File: src/rtl/ysyx_22050598_clint_if.sv
// Request/response bus between the data-side interconnect and the CLINT.
// One request can be outstanding at a time.
interface ysyx_22050598_clint_if;
  logic        req_valid;
  logic        req_ready;
  logic        req_wen;
  logic [63:0] req_addr;
  logic [63:0] req_wdata;
  logic [7:0]  req_wstrb;
  logic        rsp_valid;
  logic        rsp_ready;
  logic [63:0] rsp_rdata;
  logic        rsp_err;

  modport master (
    output req_valid, req_wen, req_addr, req_wdata, req_wstrb, rsp_ready,
    input  req_ready, rsp_valid, rsp_rdata, rsp_err
  );

  modport slave (
    input  req_valid, req_wen, req_addr, req_wdata, req_wstrb, rsp_ready,
    output req_ready, rsp_valid, rsp_rdata, rsp_err
  );
endinterface

File: src/rtl/ysyx_22050598_clint.sv
// Core-local interruptor: msip/mtimecmp/mtime registers, the free-running
// timer and the machine timer/software interrupt levels for the trap unit.
module ysyx_22050598_clint #(
  parameter logic [63:0] BASE     = 64'h0000_0000_0200_0000,
  parameter int unsigned TICK_DIV = 1
) (
  input  logic                       clk,
  input  logic                       rst,
  ysyx_22050598_clint_if.slave       bus,
  output logic                       irq_mtip_o,
  output logic                       irq_msip_o,
  output logic [63:0]                time_o
);

  localparam int unsigned XLEN = 64;
  localparam int unsigned NB   = XLEN / 8;
  localparam int unsigned PW   = (TICK_DIV > 1) ? $clog2(TICK_DIV) : 1;

  localparam logic [15:0] OFF_MSIP     = 16'h0000;
  localparam logic [15:0] OFF_MTIMECMP = 16'h4000;
  localparam logic [15:0] OFF_MTIME    = 16'hBFF8;

  typedef enum logic {IDLE, RESP} state_e;

  state_e            state_q, state_d;
  logic              req_ready_q, rsp_valid_q;
  logic [XLEN-1:0]   rsp_rdata_q;
  logic              rsp_err_q;
  logic [XLEN-1:0]   mtime_q, mtimecmp_q;
  logic              msip_q, mtip_q;
  logic [PW-1:0]     presc_q;

  logic              accept, tick;
  logic              base_hit, sel_msip, sel_cmp, sel_time, mapped;
  logic [15:0]       offset;
  logic [XLEN-1:0]   rd_data;

  // Byte-lane merge of a write into an existing register value.
  function automatic logic [XLEN-1:0] merge_bytes(input logic [XLEN-1:0] old_v,
                                                  input logic [XLEN-1:0] new_v,
                                                  input logic [NB-1:0]   strb);
    logic [XLEN-1:0] r;
    r = old_v;
    for (int i = 0; i < int'(NB); i++) begin
      if (strb[i]) r[i*8 +: 8] = new_v[i*8 +: 8];
    end
    return r;
  endfunction

  assign bus.req_ready = req_ready_q;
  assign bus.rsp_valid = rsp_valid_q;
  assign bus.rsp_rdata = rsp_rdata_q;
  assign bus.rsp_err   = rsp_err_q;
  assign irq_mtip_o    = mtip_q;
  assign irq_msip_o    = msip_q;
  assign time_o        = mtime_q;

  // Address decode; misaligned or foreign addresses fall out as unmapped.
  always_comb begin
    offset   = bus.req_addr[15:0];
    base_hit = (bus.req_addr[63:16] == BASE[63:16]) && (bus.req_addr[2:0] == 3'b000);
    sel_msip = base_hit && (offset == OFF_MSIP);
    sel_cmp  = base_hit && (offset == OFF_MTIMECMP);
    sel_time = base_hit && (offset == OFF_MTIME);
    mapped   = sel_msip | sel_cmp | sel_time;
    rd_data  = '0;
    if (sel_msip)      rd_data = {{(XLEN-1){1'b0}}, msip_q};
    else if (sel_cmp)  rd_data = mtimecmp_q;
    else if (sel_time) rd_data = mtime_q;
  end

  assign accept = bus.req_valid & req_ready_q;
  assign tick   = (presc_q == PW'(TICK_DIV - 1));

  // Handshake FSM: state register.
  always_ff @(posedge clk or negedge rst) begin
    if (!rst) begin
      state_q     <= IDLE;
      req_ready_q <= 1'b1;
      rsp_valid_q <= 1'b0;
    end else begin
      state_q     <= state_d;
      req_ready_q <= (state_d == IDLE);
      rsp_valid_q <= (state_d == RESP);
    end
  end

  // Handshake FSM: next state.
  always_comb begin
    state_d = state_q;
    case (state_q)
      IDLE:    if (bus.req_valid) state_d = RESP;
      RESP:    if (bus.rsp_ready) state_d = IDLE;
      default: state_d = IDLE;
    endcase
  end

  // Response payload is captured on the accept edge and held through RESP.
  always_ff @(posedge clk or negedge rst) begin
    if (!rst) begin
      rsp_rdata_q <= '0;
      rsp_err_q   <= 1'b0;
    end else if (accept) begin
      rsp_rdata_q <= bus.req_wen ? '0 : rd_data;
      rsp_err_q   <= ~mapped;
    end
  end

  // Timer: a bus write to mtime overrides the tick increment.
  always_ff @(posedge clk or negedge rst) begin
    if (!rst) begin
      presc_q <= '0;
      mtime_q <= '0;
    end else begin
      presc_q <= tick ? '0 : presc_q + PW'(1);
      if (accept && bus.req_wen && sel_time)
        mtime_q <= merge_bytes(mtime_q, bus.req_wdata, bus.req_wstrb);
      else if (tick)
        mtime_q <= mtime_q + XLEN'(1);
    end
  end

  // Compare/software-interrupt registers and the registered timer level.
  always_ff @(posedge clk or negedge rst) begin
    if (!rst) begin
      mtimecmp_q <= '1;
      msip_q     <= 1'b0;
      mtip_q     <= 1'b0;
    end else begin
      mtip_q <= (mtime_q >= mtimecmp_q);
      if (accept && bus.req_wen && sel_cmp)
        mtimecmp_q <= merge_bytes(mtimecmp_q, bus.req_wdata, bus.req_wstrb);
      if (accept && bus.req_wen && sel_msip && bus.req_wstrb[0])
        msip_q <= bus.req_wdata[0];
    end
  end

endmodule

File: src/flat_wrapper.sv
// flat-port wrapper written by rule: the top's interface ports become plain ports
module ysyx_22050598_clint_flat 
#(
  parameter logic [63:0] BASE     = 64'h0000_0000_0200_0000,
  parameter int unsigned TICK_DIV = 1
)
  (clk, rst, irq_mtip_o, irq_msip_o, time_o, bus_req_valid, bus_req_wen, bus_req_addr, bus_req_wdata, bus_req_wstrb, bus_rsp_ready, bus_req_ready, bus_rsp_valid, bus_rsp_rdata, bus_rsp_err);
  ysyx_22050598_clint_if bus_i ();
  input  logic clk;
  input  logic rst;
  output logic irq_mtip_o;
  output logic irq_msip_o;
  output logic [63:0] time_o;
  input wire logic [$bits(bus_i.req_valid)-1:0] bus_req_valid;
  input wire logic [$bits(bus_i.req_wen)-1:0] bus_req_wen;
  input wire logic [$bits(bus_i.req_addr)-1:0] bus_req_addr;
  input wire logic [$bits(bus_i.req_wdata)-1:0] bus_req_wdata;
  input wire logic [$bits(bus_i.req_wstrb)-1:0] bus_req_wstrb;
  input wire logic [$bits(bus_i.rsp_ready)-1:0] bus_rsp_ready;
  output wire logic [$bits(bus_i.req_ready)-1:0] bus_req_ready;
  output wire logic [$bits(bus_i.rsp_valid)-1:0] bus_rsp_valid;
  output wire logic [$bits(bus_i.rsp_rdata)-1:0] bus_rsp_rdata;
  output wire logic [$bits(bus_i.rsp_err)-1:0] bus_rsp_err;
  assign bus_i.req_valid = bus_req_valid;
  assign bus_i.req_wen = bus_req_wen;
  assign bus_i.req_addr = bus_req_addr;
  assign bus_i.req_wdata = bus_req_wdata;
  assign bus_i.req_wstrb = bus_req_wstrb;
  assign bus_i.rsp_ready = bus_rsp_ready;
  assign bus_req_ready = bus_i.req_ready;
  assign bus_rsp_valid = bus_i.rsp_valid;
  assign bus_rsp_rdata = bus_i.rsp_rdata;
  assign bus_rsp_err = bus_i.rsp_err;
  ysyx_22050598_clint #(.BASE(BASE), .TICK_DIV(TICK_DIV)) u_core (.clk(clk), .rst(rst), .bus(bus_i), .irq_mtip_o(irq_mtip_o), .irq_msip_o(irq_msip_o), .time_o(time_o));
endmodule
File: config.mk
export PLATFORM = sky130hd
export DESIGN_NAME = ysyx_22050598_clint_flat
export DESIGN_NICKNAME = d
export VERILOG_FILES = /design/src/rtl/ysyx_22050598_clint_if.sv /design/src/rtl/ysyx_22050598_clint.sv /design/src/flat_wrapper.sv
export SDC_FILE = /design/constraint.sdc
export NUM_CORES = 1
export LEC_CHECK = 0
export ABC_AREA = 0
export CAP_MARGIN = 0
export CELL_PAD_IN_SITES_DETAIL_PLACEMENT = 1
export CELL_PAD_IN_SITES_GLOBAL_PLACEMENT = 2
export CORE_MARGIN = 2
export CORE_UTILIZATION = 27
export CTS_CLUSTER_SIZE = 28
export DETAILED_ROUTE_END_ITERATION = 12
export PLACE_DENSITY = 0.8
export SLEW_MARGIN = 20
export SYNTH_ARGS = -nofsm -noshare
export SYNTH_HDL_FRONTEND = slang
export SYNTH_SLANG_ARGS = --single-unit
File: constraint.sdc
create_clock -name clk -period 2.4 [get_ports clk]
set_clock_uncertainty 0.05 [all_clocks]
set_input_delay 0.48 -clock clk [delete_from_list [all_inputs] [get_ports clk]]
set_output_delay 0.48 -clock clk [all_outputs]
set_load 0.03 [all_outputs]
# Word level (Yosys, flattened, before mapping)
# Index checks and enable logic that the tools add are counted.
# classes
n_addsub	2
magnitude_cmp	1
eq_ne	12
mux	18
n_bitwise	6
reduce_logical	27
# ops
cell	count
64-bit 2-to-1 mux	6
64-bit by 1-bit adder with 64-bit output (second input constant)	1
64-bit greater-or-equal comparator	1
8-bit 2-to-1 mux	8
48-bit by 10-bit equality test with 1-bit output (second input constant)	1
2-bit AND reduction	16
2-bit != test (second input constant)	9
16-bit by 15-bit equality test with 1-bit output (second input constant)	1
16-bit equality test (second input constant)	1
16-bit zero test	1
1-bit logical AND	9
3-bit zero test	1
1-bit 2-to-1 mux	3
1-bit NOT	3
1-bit OR	2
1-bit case mux with 2 select lines	1
1-bit adder (second input constant)	1
1-bit bitwise AND	1
# totals
ff_bits	198
in_bits	141
out_inout_bits	133
wordCells	89

# Depth between registers and ports, before layout
# logic_depth
depth_word	7
mapped_depth	10
mapped_depth_nobuf	9

# Worst setup path before layout
# Ideal clock, no wire load.
# synth_timing
kind	reg-to-reg
start	register u_core.mtime_q[0], in the netlist u_core.time_o[0]
end	register u_core.mtime_q[56], in the netlist u_core.time_o[56]
setup_time_ps	119
t_arrival_ps	2652
t_required_ps	2231
setup_slack_ps	-421
path_stages_with_launch	9
n_path_buf	0
synth_period_minus_slack_ps	2821
path_cell_list	dfrtp_1 -> ha_1 -> nand4_1 -> nor3_1 -> nand4_1 -> a311oi_1 -> nand4_1 -> mux2i_1 -> o21a_1
# synth_via
elab_chain_len	3
# synth_lines
item	line_no	text
start: declaration	ysyx_22050598_clint.sv:29	logic [XLEN-1:0] mtime_q, mtimecmp_q;
start signal: assignment	ysyx_22050598_clint.sv:117	mtime_q <= merge_bytes(mtime_q, bus.req_wdata, bus.req_wstrb);
start signal: assignment	ysyx_22050598_clint.sv:119	mtime_q <= mtime_q + XLEN'(1);
64-bit by 1-bit adder with 64-bit output	ysyx_22050598_clint.sv:119	
64-bit 2-to-1 mux	ysyx_22050598_clint.sv:118	else if (tick)
64-bit 2-to-1 mux	ysyx_22050598_clint.sv:116	if (accept && bus.req_wen && sel_time)
# No other way between the ends. The select of a mux whose other input is x is not followed.
# A chain may end at the register's enable or synchronous reset.

# Worst setup path in the final report
# layout_timing
start	register u_core.mtimecmp_q[1]
end	register u_core.mtip_q, in the netlist u_core.irq_mtip_o
# layout_via
elab_chain_len	1
# layout_lines
item	line_no	text
start: declaration	ysyx_22050598_clint.sv:29	
start signal: assignment	ysyx_22050598_clint.sv:132	mtimecmp_q <= merge_bytes(mtimecmp_q, bus.req_wdata, bus.req_wstrb);
64-bit greater-or-equal comparator	ysyx_22050598_clint.sv:130	mtip_q <= (mtime_q >= mtimecmp_q);
end signal: assignment	ysyx_22050598_clint.sv:130	
end: declaration	ysyx_22050598_clint.sv:30	logic msip_q, mtip_q;
# No other way between the ends.

==> flow_summary.toml <==
[critical_path]
cp.required_ns = 2.68
slowest_delay_ns = 0.55
crit_chain = "inv_2 -> ha_4 -> nor3b_1 -> o21ai_1 -> a221o_1 -> a2111oi_4 -> o21ai_2 -> a211oi_2 -> buf_4 -> o211ai_1"
cp-end-kind = "flip-flop"
crit_path_max_fanout = 2
r2r-end = "u_core.irq_mtip_o"
path_delay_family = "compound AO/OA/AOI/OAI gates"
path_depth = 10
start_kind = "flip-flop"
crit_buf_inv = 2
r2r_slack_ns = -0.15
worstPathArrival_ns = 2.83
startpoint = "u_core.mtimecmp_q[1]"
critPathCapture = "u_core.irq_mtip_o"
crit_slowest_cell = "dfstp_2"
reg2reg_depth = 10
r2r_start = "u_core.mtimecmp_q[1]"
worst-setup-path-type = "flip-flop to flip-flop"

[cts]
htree_levels = 4
clk_latency_ns = 0.46
clockRootBuffer = "clkbuf_16"
cts_buffer_depth = 2
tritoncts = "done"
cts-buffers-inserted = 17
clk_pin_slew_ns = 0.08
numClockSinks = 197

[grt]
grt_pass1_vias = 12090
overflow = 0
antenna_found_initial = 1
grt_pass1_wl_microns = 68490
grt_max_degree = 67
grt_usage = 0.2105

[power]
swShare = 0.2496
combinationalPowerShare = 0.077
ir_drop_mv = 0.4694
powerDensity_nw_per_um2 = 398.0
intPower_w = 0.005173
p_seq_frac = 0.485
power.clock.fraction = 0.439
p_leak_nw = 7.112
p_sw_w = 0.001720

[floorplan]
die_area_sq_um = 42470
num_rows = 74
die_y_microns = 206.1
initial_core_util = 0.2719
io_pins = 274
die_w_microns = 206.1
core_sq_um = 40550

[timing]
finalMaxSlewViolations = 0
timing.final.crit_share = 1.063
rsz0062_at_grt = "true"
tns_ns = -0.1593
whs_ns = 0.4302
maxSlewHeadroom = 0.6351
worstMarginPinSlew_ns = 0.5474
finalWorstSetupSlack_ns = -0.1509
setup_viol = 2
fmax_mhz = 392.0
min_period_ns = 2.551
hold_violations = 0

[route]
drt-initial-drc-count = 380
drtPass1Iterations = 5
wl_per_cell_microns = 20.56
finalWirelength_microns = 44530
drcViolationCount = 0
viasPerCell = 5.120
vias = 11090
ant_nets = 0

[final_layout]
layout.cells.non_filler = 2166
drive_gt1_frac = 0.3056
finish.utilization = 0.4270
nets = 1826
final_cell_mix = "221 x clkdlybuf4s50_1, 184 x buf_4, 123 x dfrtp_1"
final_common_cell = "clkdlybuf4s50_1"
area_delta_synth_final_pct = 57.05

[synthesis]
postSynthAreaPerCell_sq_um = 9.506
ys_ff_latch = 197
synth_top_area_frac = 0.2996
yosysTopAreaCell = "dfrtp_1"
async_reset_ff_frac = 1.000
netlist_instances = 1160
synth-seq-area-share = 0.4544
yosys-top-cells-area = "dfrtp_1 30%, dfstp_2 15%, ha_1 7.4%, mux2_2 6.0%, o21ai_0 4.8%"
netlist_area_sq_um = 11030
ys.flop_type = "dfrtp_1"
syn-num-nets = 1366
synth_edf_count = 0
ys_warn_count = 0
synth_cell_types = 62

[run_status]
violations = "setup timing"
outcome = "finished, violations left"

[placement]
dp.cells = 2102
portBuffers = 273
dp_hpwl_microns = 33820
place.gp.congestion = 0.8263

[run]
drv_cap = 0

[hold_path]
hp-class = "flip-flop to flip-flop"
cell type report:
cell class                 count  area (sq um)
tap                          532         665.6
clock inverter                12         143.9
inverter                      76         285.3
multi-input combinational    837          6165
clock buffer                  20         446.7
fill                        4597         23240
sequential                   197          5022
timing repair buffer         491          4587
antenna                        1         2.502
worst min-delay path by stage:
stage / startpoint / end / slack [ns] / cells past startpoint
after detailed placement: u_core.bus.rsp_rdata[23] / u_core.bus.rsp_rdata[23] / 0.42 / 2
after global routing: u_core.bus.rsp_rdata[21] / u_core.bus.rsp_rdata[21] / 0.46 / 2
after floorplan: rst / u_core.bus.rsp_err / 0.13 / 0
after global placement: u_core.bus.rsp_rdata[59] / u_core.bus.rsp_rdata[59] / 0.41 / 2
final: u_core.bus.rsp_rdata[56] / u_core.bus.rsp_rdata[56] / 0.43 / 2
after CTS: u_core.bus.rsp_rdata[23] / u_core.bus.rsp_rdata[23] / 0.44 / 2
metal layers:
metal  GRT usage  wire length, microns  up-vias
li1            -                     -     5188
met1      0.2612                 19280     5623
met2      0.3763                 22730      234
met3     0.03311                  1669       44
met4     0.05867                   843        0
met5           0                     0        -
per-stage QoR:
stage	setup slack (ns)	instance area (sq um)	power (W)
after global routing	-0.2664	17320	0.007142
after CTS	-0.2203	16960	0.006981
after detailed placement	-0.7958	15940	0.003950
after global placement	-0.7651	15940	0.003944
final	-0.1509	17320	0.006893
after floorplan	-0.1555	11210	0.003501
registers in the layout, summed over array words and instances, names as in the netlist:
signal / flops
u_core.bus.req_ready: 1
u_core.bus.rsp_err: 1
u_core.bus.rsp_rdata: 64
u_core.irq_msip_o: 1
u_core.irq_mtip_o: 1
u_core.mtimecmp_q: 64
u_core.state_q: 1
u_core.time_o: 64
repair_timing:
action / CTS / global route
resized for setup: 160 / 74
setup buffers: 13 / 18
endpoints found under the setup margin: 193 / 160
pin swaps: 47 / 48
gates cloned: 1 / 0
hold buffers: 1 / 0
endpoints found under the hold margin: 31 / 0
worst min-delay path, stage by stage (launching register included):
cell and delay (ns):
dfrtp_1 0.34, nand2_1 0.05, o21ai_0 0.06
power by group through the flow:
stage          Combinational (W)  Clock, W  Sequential [W]
2_1_floorplan          0.0000816         0         0.00342
3_3_place_gp            0.000544         0         0.00340
3_5_place_dp            0.000549         0         0.00340
4_1_cts                 0.000537   0.00310         0.00334
5_1_grt                 0.000569   0.00323         0.00334
6_report                0.000530   0.00302         0.00334
cell families (layout without fill, tap and decap cells):
family | after synthesis | in the layout | share of synthesized area
mux | 69 | 69 | 0.07001
xor+xnor | 1 | 1 | 0.0007944
buf+inv | 126 | 599 | 0.04414
compound gates | 328 | 328 | 0.1922
other cells | 0 | 1 | 0
fa+ha+maj | 65 | 65 | 0.07375
simple gates | 374 | 374 | 0.1646
flops | 197 | 197 | 0.4544
synthesized netlist by cell type (7+ instances only):
cell type,count
mux2_2,59
nor4_1,17
o21ai_0,105
a22oi_1,63
nand3_1,37
nor3_1,26
ha_1,65
nand2_2,7
and4_1,11
a211o_1,7
nand4_1,34
clkbuf_1,34
inv_1,76
dfrtp_1,132
buf_2,10
a21o_1,11
a21oi_1,56
nand2_1,119
a211oi_1,25
and3_1,16
o211ai_1,10
dfstp_2,65
nor2_1,76
(Power assumes the default switching activity.)
==> patch 1 (same settings) <==
Register the output `irq_msip_o` once more, cleared by the reset; this adds one clock of latency there. The other outputs are not delayed to match.
--- a/src/rtl/ysyx_22050598_clint.sv
+++ b/src/rtl/ysyx_22050598_clint.sv
@@ -52,7 +52,13 @@
   assign bus.rsp_rdata = rsp_rdata_q;
   assign bus.rsp_err   = rsp_err_q;
   assign irq_mtip_o    = mtip_q;
-  assign irq_msip_o    = msip_q;
+  always_ff @(posedge clk or negedge rst) begin
+    if (!rst) begin
+      irq_msip_o <= '0;
+    end else begin
+      irq_msip_o <= msip_q;
+    end
+  end
   assign time_o        = mtime_q;
 
   // Address decode; misaligned or foreign addresses fall out as unmapped.
Behaviour: not the same (Yosys sat finds a counterexample within 4 cycles, from zero or initial values and one cycle with rst low).
==> patch 1 against the original RTL <==
  * The run still ends with setup timing left
  * Critical path depth fell by 3
  * Area after synthesis rose by 3.9%
  * Design area increased by 9.5%
  * Critical path type unchanged
  * Clock power is 2% higher
  * Total power increased by 1.8%
  * Wire length increased by 13%
  * Highest routed layer is now met5
  * Setup slack gained 0.036 ns
  * Sequential cell count up 1
==> patch 1: results (changes against the original RTL) <==
Syn Nets -> 1397 (+2.3%)
power per cell area -> 370 nW/µm² (-7.0%)
worst slew pin tran -> 0.635 ns (+0.0878 ns)
Final HPWL DP -> 36.7 mm (+8.4%)
Crit Path Max Fanout -> 4 (+2)
post-synthesis adder-cell area fraction -> 7.10% (-0.28 points)
mux contribution to synthesized area -> 7.01% (about the same)
Synth top cells by count -> dfrtp_1 (133), nand2_1 (111), inv_1 (93), o21ai_0 (89), mux2_2 (66)
XOR/XNOR Fraction of Synth Area -> 0% (-0.079 points)
Power Clock -> 3.08 mW (+2%)
share of cells above drive strength 1 -> 37.1% (+6.5 points)
failing checks -> setup timing
nets@finish -> 1947 (+6.6%)
vias in the first global route -> 12910 (+6.8%)
DRT iter0 DRCs -> 576 (+52%)
vias -> 11936 (+7.6%)
Cell Area, Placed -> 17000 µm² (+6.8%)
CP top delay family -> simple AND/OR/NAND/NOR gates
DR WL/cell -> 21.9 µm (+6.4%)
status -> complete, but fails checks
number of setup buffers added after CTS -> 22 (+9)
Unique masters post-synth -> 65 (+4.8%)
synth top area cells -> dfrtp_1 (29%), dfstp_2 (15%), ha_1 (7.1%), mux2_2 (6.5%), a22oi_1 (4.1%)
leakage -> 7.77 nW (+9.3%)
overall routing resource usage -> 22.0% (+0.91 points)
Worst VDD drop -> 495 µV (+5.6%)
Final setup viols -> 6 (+4)
post-synthesis compound-gate area fraction -> 20.0% (+0.77 points)
sequential fraction of the synthesis area -> 43.9% (-1.5 points)
Non-Filler Instances -> 2294 (+5.9%)
flops & latches, synth -> 198 (+0.51%)
worst slack, placed -> -0.989 ns (-0.193 ns)
post-placement cell count -> 2207 (+5.0%)
post-route setup slack -> -0.115 ns (+0.0358 ns)
worst-path cell with the longest stage delay -> or4_4
Net Sw Frac -> 25.8% (+0.88 points)
worst skew pair latency -> 0.48 ns (+0.02 ns)
max incr delay on CP -> 0.59 ns (+0.04 ns)
Setup TNS Final -> -0.310 ns (-0.151 ns)
Mapped Avg Cell Area -> 9.62 µm² (+1.2%)
PortBufs -> 273 (unchanged)
first-pass GRT wire length -> 74.9 mm (+9.3%)
Placer Congestion -> 0.838 (+1.4%)
CTS H-Tree Depth -> 4 (unchanged)
## patch 1: layer usage
layer  vias up  track usage (%)  share of wire [%]
li1       5584                -                  -
met1      6048             28.0                 44
met2       245             38.6                 51
met3        53             3.02                3.1
met4         6             6.55                2.1
met5         -                0              0.084
## patch 1: path summary, 6_finish.rpt
path	start	endpoint	slack, ns	cells past startpoint
hold / removal	u_core.msip_q	u_core.irq_msip_o	0.39	0
setup / recovery	u_core.time_o[1]	u_core.time_o[58]	-0.12	7
max in group asynchronous	rst	u_core.mtimecmp_q[36]	1.09	3
setup reg to reg	u_core.time_o[1]	u_core.time_o[58]	-0.12	7
hold reg to reg	u_core.msip_q	u_core.irq_msip_o	0.39	0
min in group asynchronous	rst	u_core.bus.rsp_rdata[46]	0.47	2
## patch 1: cell type report
type                       count  area [µm²]
antenna                        1        2.50
clock buffer                  18         439
clock inverter                14         168
fill                        4675       23000
inverter                      93         349
multi-input combinational    848        6800
sequential                   198        5060
tap                          539         674
timing repair buffer         583        5480
==> patch 2 (same flow settings) <==
Made on the original files. Make the reset (`rst`) synchronous in 4 clocked blocks.
--- a/src/rtl/ysyx_22050598_clint.sv
+++ b/src/rtl/ysyx_22050598_clint.sv
@@ -73,7 +73,7 @@
   assign tick   = (presc_q == PW'(TICK_DIV - 1));
 
   // Handshake FSM: state register.
-  always_ff @(posedge clk or negedge rst) begin
+  always_ff @(posedge clk) begin
     if (!rst) begin
       state_q     <= IDLE;
       req_ready_q <= 1'b1;
@@ -96,7 +96,7 @@
   end
 
   // Response payload is captured on the accept edge and held through RESP.
-  always_ff @(posedge clk or negedge rst) begin
+  always_ff @(posedge clk) begin
     if (!rst) begin
       rsp_rdata_q <= '0;
       rsp_err_q   <= 1'b0;
@@ -107,7 +107,7 @@
   end
 
   // Timer: a bus write to mtime overrides the tick increment.
-  always_ff @(posedge clk or negedge rst) begin
+  always_ff @(posedge clk) begin
     if (!rst) begin
       presc_q <= '0;
       mtime_q <= '0;
@@ -121,7 +121,7 @@
   end
 
   // Compare/software-interrupt registers and the registered timer level.
-  always_ff @(posedge clk or negedge rst) begin
+  always_ff @(posedge clk) begin
     if (!rst) begin
       mtimecmp_q <= '1;
       msip_q     <= 1'b0;
Behaviour: differs if rst is asserted again (counterexample within 4 cycles, from zero or initial values and one cycle with rst low); with rst held inactive, the same outputs for 4 cycles.
==> patch 2 against the original RTL <==
  * The flow still finishes with violations (setup timing)
  * Design area is 0.79% higher
  * Wire length is 15% higher
  * Worst hold slack worse by 0.031 ns
  * Synthesized cell count is 17% higher
  * First-iteration DRC count is 69% higher
  * Area after synthesis is 3.7% lower
  * Sequential cell count is 1 higher
  * Core utilization is 2.4 points higher
  * Setup slack better by 0.12 ns
  * Total power is 1.6% higher
  * Critical path type unchanged
  * Critical endpoint is now u_core.time_o[63]
  * Largest cell class unchanged
  * Highest routed layer unchanged
==> patch 2: results (changes against the original RTL) <==
status -> complete, but fails checks
failing checks -> setup timing
Non-Filler Instances -> 2353 (+8.6%)
share of cells above drive strength 1 -> 25.9% (-4.7 points)
post-placement cell count -> 2276 (+8.3%)
leakage -> 7.57 nW (+6.4%)
worst slack, placed -> -1.09 ns (-0.293 ns)
Crit Path Max Fanout -> 6 (+4)
Final setup viols -> 11 (+9)
worst-path cell with the longest stage delay -> or3_4
Synth top cells by count -> dfxtp_1 (198), nand2_1 (196), nand3_1 (172), o21ai_0 (96), inv_1 (80)
drt pass-1 iters -> 4 (-1)
clock transition at the registers of the reported paths -> 0.08 ns (about the same)
max incr delay on CP -> 0.49 ns (-0.06 ns)
overall routing resource usage -> 23.6% (+2.6 points)
mux contribution to synthesized area -> 0.601% (-6.4 points)
Main synth FF type -> dfxtp_1
post-route setup slack -> -0.0340 ns (+0.117 ns)
Worst VDD drop -> 396 µV (-16%)
first-pass GRT wire length -> 75.2 mm (+9.8%)
largest net degree at the start of global routing -> 41 (-39%)
XOR/XNOR Fraction of Synth Area -> 0.495% (+0.42 points)
post-synthesis adder-cell area fraction -> 7.66% (+0.28 points)
sequential fraction of the synthesis area -> 37.3% (-8.1 points)
Placer Congestion -> 0.851 (+3.0%)
DRT iter0 DRCs -> 642 (+69%)
Post-Syn Instances -> 1359 (+17%)
DR WL/cell -> 21.8 µm (+6.0%)
synth top area cells -> dfxtp_1 (37%), nand3_1 (8.1%), ha_1 (7.7%), nand2_1 (6.9%), a22oi_1 (4.6%)
fill cell count -> 4555 (-0.91%)
ys async rst share -> 0% (-100 points)
nets@finish -> 2028 (+11%)
Psw -> 1.81 mW (+5.4%)
vias -> 12513 (+13%)
Unique masters post-synth -> 60 (-3.2%)
Final HPWL DP -> 37.6 mm (+11%)
Syn Nets -> 1565 (+15%)
worst slew pin tran -> 0.503 ns (-0.0445 ns)
==> patch 2: routing by layer <==
| layer | global-route usage (%) | share of wire, % | routed length [µm] |
|---|---|---|---|
| met1 | 31.3 | 45 | 23100 |
| met2 | 39.7 | 48 | 24600 |
| met3 | 3.35 | 4.0 | 2030 |
| met4 | 7.14 | 3.0 | 1530 |
| met5 | 0 | 0 | 0 |
==> patch 2: worst max-delay path, delay by kind of cell (launching register included) <==
| kind | cells | cell delay (ns) |
|---|---|---|
| and+or+nand+nor | 5 | 1.37 |
| AOI/OAI and AO/OA | 2 | 0.37 |
| DFF | 1 | 0.34 |
| buffers and inverters | 1 | 0.19 |
==> patch 2: what timing repair did <==
action,4_1_cts,5_1_grt
endpoints found under the setup margin,194,194
cloned,2,10
buffers inserted,23,14
hold buffers,0,0
pin swaps,44,73
resized for setup,211,160
==> patch 2: power groups by stage <==
stage	logic, mW	registers (mW)	clock network, mW
2_1_floorplan	0.168	3.42	0
3_3_place_gp	0.705	3.38	0
3_5_place_dp	0.712	3.39	0
4_1_cts	0.711	3.31	3.04
5_1_grt	0.771	3.31	3.14
6_report	0.732	3.31	2.96
==> patch 2: per-stage QoR <==
stage / utilization, % / total power, mW / TNS, ns / instance area [µm²] / hold slack (ns)
2_1_floorplan: - / 3.59 / -13.54 / 11000 / 0.411
3_3_place_gp: 40.5 / 4.09 / -165.40 / 15700 / 0.388
3_5_place_dp: 40.5 / 4.10 / -181.30 / 15700 / 0.395
4_1_cts: 43.1 / 7.06 / -0.121 / 16700 / 0.411
5_1_grt: 45.1 / 7.22 / -6.56 / 17500 / 0.428
6_report: 45.1 / 7.00 / -0.125 / 17500 / 0.399
==> patch 2: final timing paths <==
kind,to,startpoint,cells past startpoint
worst max-delay path,u_core.time_o[63],u_core.time_o[18],8
worst min-delay path,u_core.bus.rsp_rdata[51],u_core.bus.rsp_rdata[51],2
worst max register to register,u_core.time_o[63],u_core.time_o[18],8
worst min register to register,u_core.bus.rsp_rdata[51],u_core.bus.rsp_rdata[51],2
==> patch 2: cell type report <==
type	count	area, µm²	area share [%]
Antenna cell	1	2.50	0.0143
Clock buffer	20	447	2.56
Clock inverter	11	126	0.724
Inverter	80	300	1.72
Multi-Input combinational cell	1009	7020	40.2
Sequential cell	198	3990	22.9
Tap cell	518	648	3.71
Timing Repair Buffer	516	4920	28.2
==> patch 2: cell families (layout without fill, tap and decap cells) <==
| logic type | after synthesis | after routing |
|---|---|---|
| AO/OA/AOI/OAI | 335 | 336 |
| XOR/XNOR | 6 | 6 |
| adder cells (fa/ha/maj) | 65 | 65 |
| buffers and inverters | 153 | 627 |
| flip-flops | 198 | 198 |
| multiplexers | 6 | 6 |
| other | 1 | 2 |
| AND/OR/NAND/NOR | 595 | 595 |
